`src/rtl/multicycle_control.sv`:
```
// Multi-cycle MIPS control FSM (IF/ID/EX/MEM/WB) with variable-latency IM/DM handshakes and retired-instruction counter.
// Outputs are combinational from state; define ILLEGAL_TRAP_EN to trap on illegal instructions instead of retiring them as NOPs.
module multicycle_control #(
  parameter int MEM_TIMEOUT = 16,
  parameter int TO_W        = 5,
  parameter int PERF_W      = 32
) (
  input  logic              clk,
  input  logic              rst_n,
  input  logic [31:0]       instr,
  input  logic              z,
  input  logic              im_ready,
  input  logic              dm_ready,
  output logic              im_req,
  output logic              ir_we,
  output logic              pc_we,
  output logic [1:0]        pc_sel,
  output logic [4:0]        rs_addr,
  output logic [4:0]        rt_addr,
  output logic [4:0]        rf_wa,
  output logic              rf_we,
  output logic              rf_wdsel,
  output logic              mdr_we,
  output logic [3:0]        alu_op,
  output logic              alu_bsel,
  output logic              imm_sext,
  output logic              dm_req,
  output logic              dm_we,
  output logic              bus_err,
  output logic              trap,
  output logic [2:0]        state,
  output logic [PERF_W-1:0] instret
);

  typedef enum logic [2:0] {
    S_IF   = 3'd0,
    S_ID   = 3'd1,
    S_EX   = 3'd2,
    S_MEM  = 3'd3,
    S_WB   = 3'd4,
    S_TRAP = 3'd5
  } state_t;

  localparam logic [3:0] ALU_ADD = 4'b0000;
  localparam logic [3:0] ALU_SUB = 4'b0001;
  localparam logic [3:0] ALU_OR  = 4'b0101;
  localparam logic [3:0] ALU_SLL = 4'b1111;

  // The abort fires in the MEM_TIMEOUT-th waiting cycle, i.e. when the count of
  // cycles already waited reaches MEM_TIMEOUT-1.
  localparam logic [TO_W-1:0] TO_LAST = TO_W'(MEM_TIMEOUT - 1);

  state_t            state_q, state_d;
  logic [TO_W-1:0]   cnt_q, cnt_d;
  logic [PERF_W-1:0] instret_q, instret_d;

  logic [5:0] opcode, funct;
  logic       is_r, is_addu, is_subu, is_sll, is_ori;
  logic       is_beq, is_bne, is_j, is_lw, is_sw, is_legal;
  logic       retire;

  logic im_req_c, ir_we_c, pc_we_c, rf_we_c, mdr_we_c;
  logic dm_req_c, dm_we_c, bus_err_c;
  logic unused_shamt;

  assign opcode   = instr[31:26];
  assign funct    = instr[5:0];
  assign is_r     = (opcode == 6'b000000);
  assign is_addu  = is_r && (funct == 6'b100001);
  assign is_subu  = is_r && (funct == 6'b100011);
  assign is_sll   = is_r && (funct == 6'b000000);
  assign is_ori   = (opcode == 6'b001101);
  assign is_beq   = (opcode == 6'b000100);
  assign is_bne   = (opcode == 6'b000101);
  assign is_j     = (opcode == 6'b000010);
  assign is_lw    = (opcode == 6'b100011);
  assign is_sw    = (opcode == 6'b101011);
  assign is_legal = is_addu | is_subu | is_sll | is_ori | is_beq | is_bne |
                    is_j | is_lw | is_sw;

  // shamt is consumed by the datapath shifter, not by control
  assign unused_shamt = ^instr[10:6];

  assign rs_addr = instr[25:21];
  assign rt_addr = instr[20:16];
  assign rf_wa   = is_r ? instr[15:11] : instr[20:16];

  always_comb begin
    state_d   = state_q;
    cnt_d     = '0;
    retire    = 1'b0;
    im_req_c  = 1'b0;
    ir_we_c   = 1'b0;
    pc_we_c   = 1'b0;
    pc_sel    = 2'd0;
    rf_we_c   = 1'b0;
    rf_wdsel  = 1'b0;
    mdr_we_c  = 1'b0;
    alu_op    = ALU_ADD;
    alu_bsel  = 1'b0;
    imm_sext  = 1'b0;
    dm_req_c  = 1'b0;
    dm_we_c   = 1'b0;
    bus_err_c = 1'b0;

    case (state_q)
      S_IF: begin
        im_req_c = 1'b1;
        if (im_ready) begin
          ir_we_c = 1'b1;
          pc_we_c = 1'b1;
          state_d = S_ID;
        end
      end

      S_ID: begin
        if (is_j) begin
          pc_we_c = 1'b1;
          pc_sel  = 2'd2;
          retire  = 1'b1;
          state_d = S_IF;
        end else if (is_legal) begin
          state_d = S_EX;
        end else begin
`ifdef ILLEGAL_TRAP_EN
          state_d = S_TRAP;
`else
          retire  = 1'b1;
          state_d = S_IF;
`endif
        end
      end

      S_EX: begin
        if (is_beq || is_bne) begin
          alu_op   = ALU_SUB;
          imm_sext = 1'b1;
          pc_sel   = 2'd1;
          pc_we_c  = (is_beq & z) | (is_bne & ~z);
          retire   = 1'b1;
          state_d  = S_IF;
        end else if (is_lw || is_sw) begin
          alu_op   = ALU_ADD;
          alu_bsel = 1'b1;
          imm_sext = 1'b1;
          state_d  = S_MEM;
        end else begin
          if (is_subu)     alu_op = ALU_SUB;
          else if (is_sll) alu_op = ALU_SLL;
          else if (is_ori) alu_op = ALU_OR;
          else             alu_op = ALU_ADD;
          alu_bsel = is_ori;
          state_d  = S_WB;
        end
      end

      S_MEM: begin
        dm_req_c = 1'b1;
        dm_we_c  = is_sw;
        if (dm_ready) begin
          if (is_lw) begin
            mdr_we_c = 1'b1;
            state_d  = S_WB;
          end else begin
            retire  = 1'b1;
            state_d = S_IF;
          end
        end else if (cnt_q == TO_LAST) begin
          bus_err_c = 1'b1;
          state_d   = S_IF;
        end else begin
          cnt_d = cnt_q + TO_W'(1);
        end
      end

      S_WB: begin
        rf_we_c  = 1'b1;
        rf_wdsel = is_lw;
        retire   = 1'b1;
        state_d  = S_IF;
      end

`ifdef ILLEGAL_TRAP_EN
      S_TRAP: state_d = S_TRAP;
`endif

      default: state_d = S_IF;
    endcase
  end

  assign instret_d = retire ? instret_q + PERF_W'(1) : instret_q;

  always_ff @(posedge clk or negedge rst_n) begin
    if (!rst_n) begin
      state_q   <= S_IF;
      cnt_q     <= '0;
      instret_q <= '0;
    end else begin
      state_q   <= state_d;
      cnt_q     <= cnt_d;
      instret_q <= instret_d;
    end
  end

  // Strobes are gated by rst_n so nothing fires while reset is held, even in IF.
  assign im_req  = im_req_c  & rst_n;
  assign ir_we   = ir_we_c   & rst_n;
  assign pc_we   = pc_we_c   & rst_n;
  assign rf_we   = rf_we_c   & rst_n;
  assign mdr_we  = mdr_we_c  & rst_n;
  assign dm_req  = dm_req_c  & rst_n;
  assign dm_we   = dm_we_c   & rst_n;
  assign bus_err = bus_err_c & rst_n;

`ifdef ILLEGAL_TRAP_EN
  assign trap = (state_q == S_TRAP) & rst_n;
`else
  assign trap = 1'b0;
`endif

  assign state   = state_q;
  assign instret = instret_q;

endmodule

```
`config.mk`:
```
export PLATFORM = sky130hd
export DESIGN_NAME = multicycle_control
export DESIGN_NICKNAME = d
export VERILOG_FILES = /design/src/rtl/multicycle_control.sv
export SDC_FILE = /design/constraint.sdc
export NUM_CORES = 1
export LEC_CHECK = 0
export ABC_CLOCK_PERIOD_IN_PS = 3500
export BUFFER_PORTS_ARGS = -buffer_cell sky130_fd_sc_hd__buf_4
export CAP_MARGIN = 20
export CORE_UTILIZATION = 51
export DETAILED_ROUTE_END_ITERATION = 7
export PLACE_DENSITY = 0.95
export SYNTH_ARGS = -nofsm -noshare
export SYNTH_HDL_FRONTEND = slang
export SYNTH_SLANG_ARGS = --single-unit
```
`constraint.sdc`:
```
create_clock -name clk -period 3.5 [get_ports clk]
set_clock_uncertainty 0.15 [all_clocks]
set_input_delay 0.525 -clock clk [delete_from_list [all_inputs] [get_ports clk]]
set_output_delay 0.525 -clock clk [all_outputs]
set_load 0.01 [all_outputs]
```
## Word level (Yosys, flattened, before mapping)

Index checks and enable logic that the tools add are counted.

| word-level totals | value |
|---|---|
| bits in registers | 40 |
| output and inout port bits | 68 |
| word-level logic and storage cells | 99 |

| cells by class | value |
|---|---|
| $add $sub $neg | 2 |
| equal/unequal tests | 15 |
| muxes and demuxes | 50 |
| bitwise operators | 20 |
| reduce and logical (&&, ||, !) cells | 9 |

Operators by type and width:

| operator | count |
|---|---|
| $add A32 B1 Y32 const B | 1 |
| $mux W1 | 27 |
| $eq A6 B6 Y1 const B | 4 |
| $mux W3 | 7 |
| $mux W4 | 5 |
| $mux W5 | 4 |
| $eq A6 B3 Y1 const B | 2 |
| $logic_not A6 Y1 | 2 |
| $pmux W3 S4 | 1 |
| $and A1 B1 Y1 | 10 |
| $or A1 B1 Y1 | 9 |
| $eq A3 B2 Y1 const B | 2 |
| $eq A6 B2 Y1 const B | 1 |
| $eq A6 B4 Y1 const B | 1 |
| $mux W2 | 3 |
| $add A5 B1 Y5 const B | 1 |
| $eq A5 B4 Y1 const B | 1 |
| $pmux W1 S4 | 1 |
| $pmux W2 S2 | 1 |
| $eq A3 B1 Y1 const B | 1 |
| $eq A3 B3 Y1 const B | 1 |
| $logic_and A1 B1 Y1 | 3 |
| $logic_not A3 Y1 | 1 |
| $ne A3 B3 Y1 const B | 1 |
| other kinds (5) | 6 |

## Depth between registers and ports, before layout

Gate-level depths: netlist of run 1.

| depth | value |
|---|---|
| depth after elaboration | 13 |
| depth in mapped cells | 8 |
| gate-level depth less buffers | 6 |

## Worst setup path after synthesis of run 1

Ideal clock, no wire load.

| timing path | value |
|---|---|
| path type | input-to-output |
| from | input port instr[27] |
| to | output port pc_we |
| data arrival time | 1898 ps |
| required time | 2825 ps |
| slack | 927 ps |
| stages | 5 |
| path buffers | 0 |
| cells stage by stage | or4b_4 > nor3_1 > a21oi_1 > o22ai_1 > and3b_1 |

| between the ends | value |
|---|---|
| cells in the longest elaborated chain, start to end | 6 |
| elaborated cells between the ends (all ways) | 11 |
| classes of those cells | 3 x eq/ne; 3 x mux; 4 x bitwise; 1 x reduce/logical |

Ends and longest elaborated chain:

| item | RTL line | source |
|---|---|---|
| start: declaration | 10 | `input logic [31:0] instr,` |
| $eq A6 B3 Y1, on equally long branches | 73, 74 |  |
| $and A1 B1 Y1 | 139 | `pc_we_c = (is_beq & z) \| (is_bne & ~z);` |
| $or A1 B1 Y1 | 139 |  |
| $mux W1 | 135 | `if (is_beq \|\| is_bne) begin` |
| $pmux W1 S3 * | 106 | `case (state_q)` |
| $and A1 B1 Y1 * | 208 | `assign pc_we = pc_we_c & rst_n;` |
| end: declaration | 16 | `output logic pc_we,` |

Every way passes the cells marked *; elsewhere a longest branch is shown, timed or not.

## Worst setup path in the final report of run 1

Ends and elaborated chain as after synthesis.

==> metrics.txt, run 1 <==
First DRT Iteration DRCs 112; post-route minimum period 2.754 ns; clock tree buffer depth 2; sequential share of the synthesized area 0.4327; Core Box Area 4354 um2; share of flip-flops with an asynchronous set or reset 1.000; post-route ant nets 0; initial antenna violation count 0; Register Area 1001 um2; total CTS buffers 5; DP Wirelength 4106 um; Final Setup Violations 0; grt ovf 0; area growth from synthesis to layout 30.02%; final critical-path share of the clock period 0.7869; via density per instance 5.635; Leak Pwr 0.001468 uW; final setup margin 0.7459 ns; final WL 5378 um; Initial Util 0.5313; Req. time, crit path 2.82 ns; die span in x 69.35 um; main flop type after synthesis dfrtp_1; kind of critical path in2out; top-count cell post-synth dfrtp_1; number of synthesized flops with an enable pin 0; Buffers on Ports 88; pwr dens 370.4 nW/um2; largest net degree at the start of global routing 42; outcome finished clean; Pre-Repair DR Iteration Count 4; H-tree depth 2; TNS Setup 0 ns; Wirelength per Cell 14.54 um; CP Launch Type input pin; # hold bufs at CTS 0; clock-pin slew on the worst setup and hold paths 0.07 ns; Least-Margin Pin Slew 0.7382 ns; Max Fclk 363.1 MHz; arrival time at the worst endpoint 2.08 ns; YS warnings 0; Yosys top cell by area dfrtp_1; vias in the first global route 2036; Syn Std Cell Area 2313 um2; slew margin rel. 0.5061; Post-CTS Setup Inserts 0; Die ar. 4809 um2; first-pass GRT wire length 9045 um; Multi-input gate area 1150 um2; post-layout util 0.6908; area share of the largest cell type after synthesis 0.4327; Synth area leaders dfrtp_1 (43%), xnor2_1 (12%), and3_1 (4.6%), nand4_1 (4.6%), buf_4 (3.9%); clk sink count 40; row cnt 24; CP Capture Type output pin; layout cells sized above 1 0.3396; CTS tree yes; type of the worst min-delay path in2async; Fin. Hold Viols 0; FILL cells 345; Chip Height 69.35 um; Root Buffer clkbuf_8; worst-path fanout max 5; Post-Syn Nets 279; worst slack at placement 0.7524 ns; Antenna diodes 0; MaxCap Viol Count 0; Max Slew Vio Count 0; #FFs+latches synth 40; syn_area_per_cell 9.639 um2; via count 2085; GRT Total Usage 0.2349; Max IR drop VDD 0.2054 mV; Clock Latency Late Sink 0.29 ns; DRC violations left 0; Placer Congestion 0.8953; quantity of gates resized following cts 0; RSZ-0062 raised after global routing no; Boundary Pins 105; library cells used by synthesis 43; Final #Nets 356; Mapped Cells 240; most common library cells after synthesis dfrtp_1 (40), xnor2_1 (31), and3_1 (17), nand4_1 (17), nand3_1 (15)
-- routing by layer --
metal	track usage	routed length, um	up-vias	part of all wire
met5	0	0	-	0
met4	0.08617	70	0	0.013
met3	0.05378	420	4	0.078
met2	0.4153	2757	100	0.51
met1	0.2770	2130	998	0.40
li1	-	-	983	-
-- placed cells by master, fill, tap and decap left out, types with 2 or more instances in the layout --
cell and n:
mux2_2 5, ha_1 2, buf_4 91, and3_1 17, xor2_1 3, a21oi_1 7, nand4_1 17, nand2_1 14
and2_1 6, nor2b_1 3, o21ai_0 3, nand3_1 15, dfrtp_1 40, nor3_1 9, clkbuf_8 6, nand2b_1 7
xnor2_1 31, nor2_1 14, and4_1 2, inv_1 4
-- registers in the layout, indices dropped and copies added, names as in the netlist --
name and flops:
instret 32, cnt_q 5, state 3
-- cell families (layout without fill, tap and decap cells) --
logic type / after synthesis / count (layout) / synth area share
muxes: 6 / 6 / 0.02920
and+or+nand+nor: 116 / 116 / 0.2850
adders and majority gates: 2 / 2 / 0.01081
AOI/OAI and AO/OA: 16 / 16 / 0.04165
xor gates and xnor gates: 34 / 34 / 0.1287
buffers and inverters: 25 / 103 / 0.07030
other: 1 / 1 / 0.001621
DFF: 40 / 40 / 0.4327
-- critical path: stages --
cell and delay [ns]:
buf_4 0.13, or4b_4 0.57, nor3_1 0.28, a21oi_1 0.11, o22ai_1 0.15, and3b_1 0.19, buf_4 0.12
-- area by class of cell --
class	count	share of cell area
Inverter	4	0.004992
Clock inverter	1	0.002496
Clock buffer	7	0.02870
Timing Repair Buffer	91	0.2271
Tap cell	52	0.02163
Multi-Input combinational cell	175	0.3823
Sequential cell	40	0.3328
-- path summary, 6_finish.rpt --
kind | startpoint | endpoint | slack, ns | cells after the start
hold / removal | rst_n | instret[19]$_DFFE_PN0P_ | 0.18 | 2
min in group clk | dm_ready | cnt_q[2]$_DFF_PN0_ | 0.27 | 2
setup / recovery | instr[27] | pc_we | 0.75 | 7
setup reg to reg | state[0]$_DFFE_PN0P_ | instret[30]$_DFFE_PN0P_ | 1.12 | 7
max in group asynchronous | rst_n | instret[26]$_DFFE_PN0P_ | 2.68 | 2
hold reg to reg | cnt_q[0]$_DFF_PN0_ | cnt_q[0]$_DFF_PN0_ | 0.31 | 1
-- stage by stage --
step                      area [um2]  hold WS, ns  cells  power (uW)
after global placement          2914       0.3001    362       797.3
after global routing            3008       0.2147    370        1174
after detailed placement        2914       0.3104    362       814.1
final                           3008       0.1785    370        1114
after CTS                       3008       0.1775    370        1132
after floorplan                 2313      0.07941    240       690.9
-- power by group --
group          internal [uW]  total, uW  switching, uW
Sequential               500        552           51.8
Combinational            129        247            118
Clock                    160        315            155
Total                    790       1110            324
(Power assumes the default switching activity.)
==> run 2, diff against run 1 <==
==> config.mk (replaced) <==
export PLATFORM = sky130hd
export DESIGN_NAME = multicycle_control
export DESIGN_NICKNAME = d
export VERILOG_FILES = /design/src/rtl/multicycle_control.sv
export SDC_FILE = /design/constraint.sdc
export NUM_CORES = 1
export LEC_CHECK = 0
export ABC_CLOCK_PERIOD_IN_PS = 2300
export BUFFER_PORTS_ARGS = -buffer_cell sky130_fd_sc_hd__buf_4
export CAP_MARGIN = 20
export CORE_UTILIZATION = 43
export DETAILED_ROUTE_END_ITERATION = 7
export PLACE_DENSITY = 0.89
export SYNTH_ARGS = -nofsm -noshare
export SYNTH_HDL_FRONTEND = slang
export SYNTH_SLANG_ARGS = --single-unit
==> constraint.sdc (replaced) <==
create_clock -name clk -period 2.3 [get_ports clk]
set_clock_uncertainty 0.15 [all_clocks]
set_input_delay 0.345 -clock clk [delete_from_list [all_inputs] [get_ports clk]]
set_output_delay 0.345 -clock clk [all_outputs]
set_load 0.01 [all_outputs]
==> run 2 against run 1 <==
- non-clock buffer count is 16 higher
- die area is 18% higher
- clock power grew 57%
- critical path type unchanged
- critical endpoint unchanged
==> metrics.txt, run 2 (synthesized netlist as in run 1, its figures left out) <==
kind of critical path in2out; Buffers on Ports 88; clock-pin slew on the worst setup and hold paths 0.07 ns; max reg flops 32; Root Buffer clkbuf_8; most frequent cells in the layout buf_4 (104), dfrtp_1 (39), xnor2_1 (31), and3_1 (17), nand4_1 (17); Pre-Repair DR Iteration Count 4; final WL 5658 um; Die ar. 5678 um2; dpl cells 394; outcome finished clean; via density per instance 5.171; Wirelength per Cell 14.00 um; MaxCap Viol Count 0; layout cells sized above 1 0.3862; Final Setup Violations 0; type of the worst min-delay path in2reg; post-layout util 0.6220; commonest non-fill, non-tap cell in the layout buf_4; largest net degree at the start of global routing 33; clock tree buffer depth 2; Core Box Area 5140 um2; total CTS buffers 5; die span in x 75.35 um; Fin. Hold Viols 0; CTS tree yes; post-route ant nets 0; clk sink count 40; CP Capture Type output pin; CP Launch Type input pin; initial antenna violation count 0; via count 2089; DP Wirelength 4300 um; First DRT Iteration DRCs 128; Clock Latency Late Sink 0.29 ns; Req. time, crit path 1.80 ns; Initial Util 0.4501; row cnt 26; pwr dens 544.3 nW/um2; vias in the first global route 1885; Non-Filler Instances 404; Final #Nets 372; arrival time at the worst endpoint 1.79 ns; grt ovf 0; worst-path fanout max 5; Boundary Pins 105; GRT Total Usage 0.2003; Antenna diodes 0; Chip Height 75.35 um; Max Fclk 438.1 MHz; post-route minimum period 2.283 ns; DRC violations left 0; Leak Pwr 0.001561 uW; Placer Congestion 0.8556; first-pass GRT wire length 8652 um; Max Slew Vio Count 0; Max IR drop VDD 0.3410 mV; flop2flop setup slack 0.15 ns; RSZ-0062 raised after global routing yes; area growth from synthesis to layout 38.18%; H-tree depth 2; final critical-path share of the clock period 0.9925
run 2: changes by cell type in the layout (fill, tap and decap cells not counted), sizes merged:
cell / change
dlygate4sd3: +1
clkbuf: -1
buf: +15
clkinvlp: +1
run 2: per-layer routing:
layer	GRT usage	up-vias	share of wire
met2	0.3264	63	0.51
met1	0.2730	1007	0.44
met4	0.06173	0	0.0053
met3	0.03571	2	0.047
met5	0	-	0
li1	-	1017	-
run 2: worst paths after layout:
kind	startpoint	end	cells after the start
max	instr[31]	pc_we	7
min	dm_ready	cnt_q[2]$_DFF_PN0_	2
max reg2reg	state[2]$_DFFE_PN0P_	instret[28]$_DFFE_PN0P_	7
min reg2reg	instret[31]$_DFFE_PN0P_	instret[31]$_DFFE_PN0P_	1
max in group asynchronous	rst_n	instret[31]$_DFFE_PN0P_	3
min in group asynchronous	rst_n	cnt_q[3]$_DFF_PN0_	2
run 2: what timing repair did:
action	CTS	global route
gates resized for setup	1	6
buffers inserted	0	1
hold buffers	1	0
pin swaps	0	2
setup endpoints to repair	1	6
endpoints found under the hold margin	8	0
run 2: stage by stage:
stage,hold slack [ns],worst slack [ns],power (uW),TNS (ns),instance area [um2]
after floorplan,-0.1006,0.05825,1051,0,2313
after global placement,0.02942,-0.09877,1235,-2.522,3054
after detailed placement,0.03476,-0.1302,1255,-3.577,3054
after CTS,0.09754,0.0009029,1744,0,3167
after global routing,0.09908,-0.03044,1833,-0.06261,3197
final,0.1014,0.01730,1740,0,3197
run 2: cell type report:
cell class	instances	area, um2
clock buffers	6	82.58
multi-input cells	175	1172
well taps	70	87.58
fillers	430	1943
inverters	4	15.01
flip-flops and latches	40	1002
clock inverters	2	15.01
repair buffers	107	822.0
run 2: worst max-delay path, stage by stage:
cell and delay (ns):
buf_4 0.13, or4b_4 0.57, nor3_4 0.23, a21oi_2 0.08, o22ai_1 0.13, and3b_1 0.19, buf_6 0.11
run 2: power breakdown:
| part | leakage (uW) | switching (uW) | total [uW] | internal, uW |
|---|---|---|---|---|
| Sequential | 0.000544 | 77.6 | 839 | 761 |
| Combinational | 0.000974 | 190 | 407 | 217 |
| Clock | 0.0000434 | 251 | 494 | 243 |
| Total | 0.00156 | 519 | 1740 | 1220 |
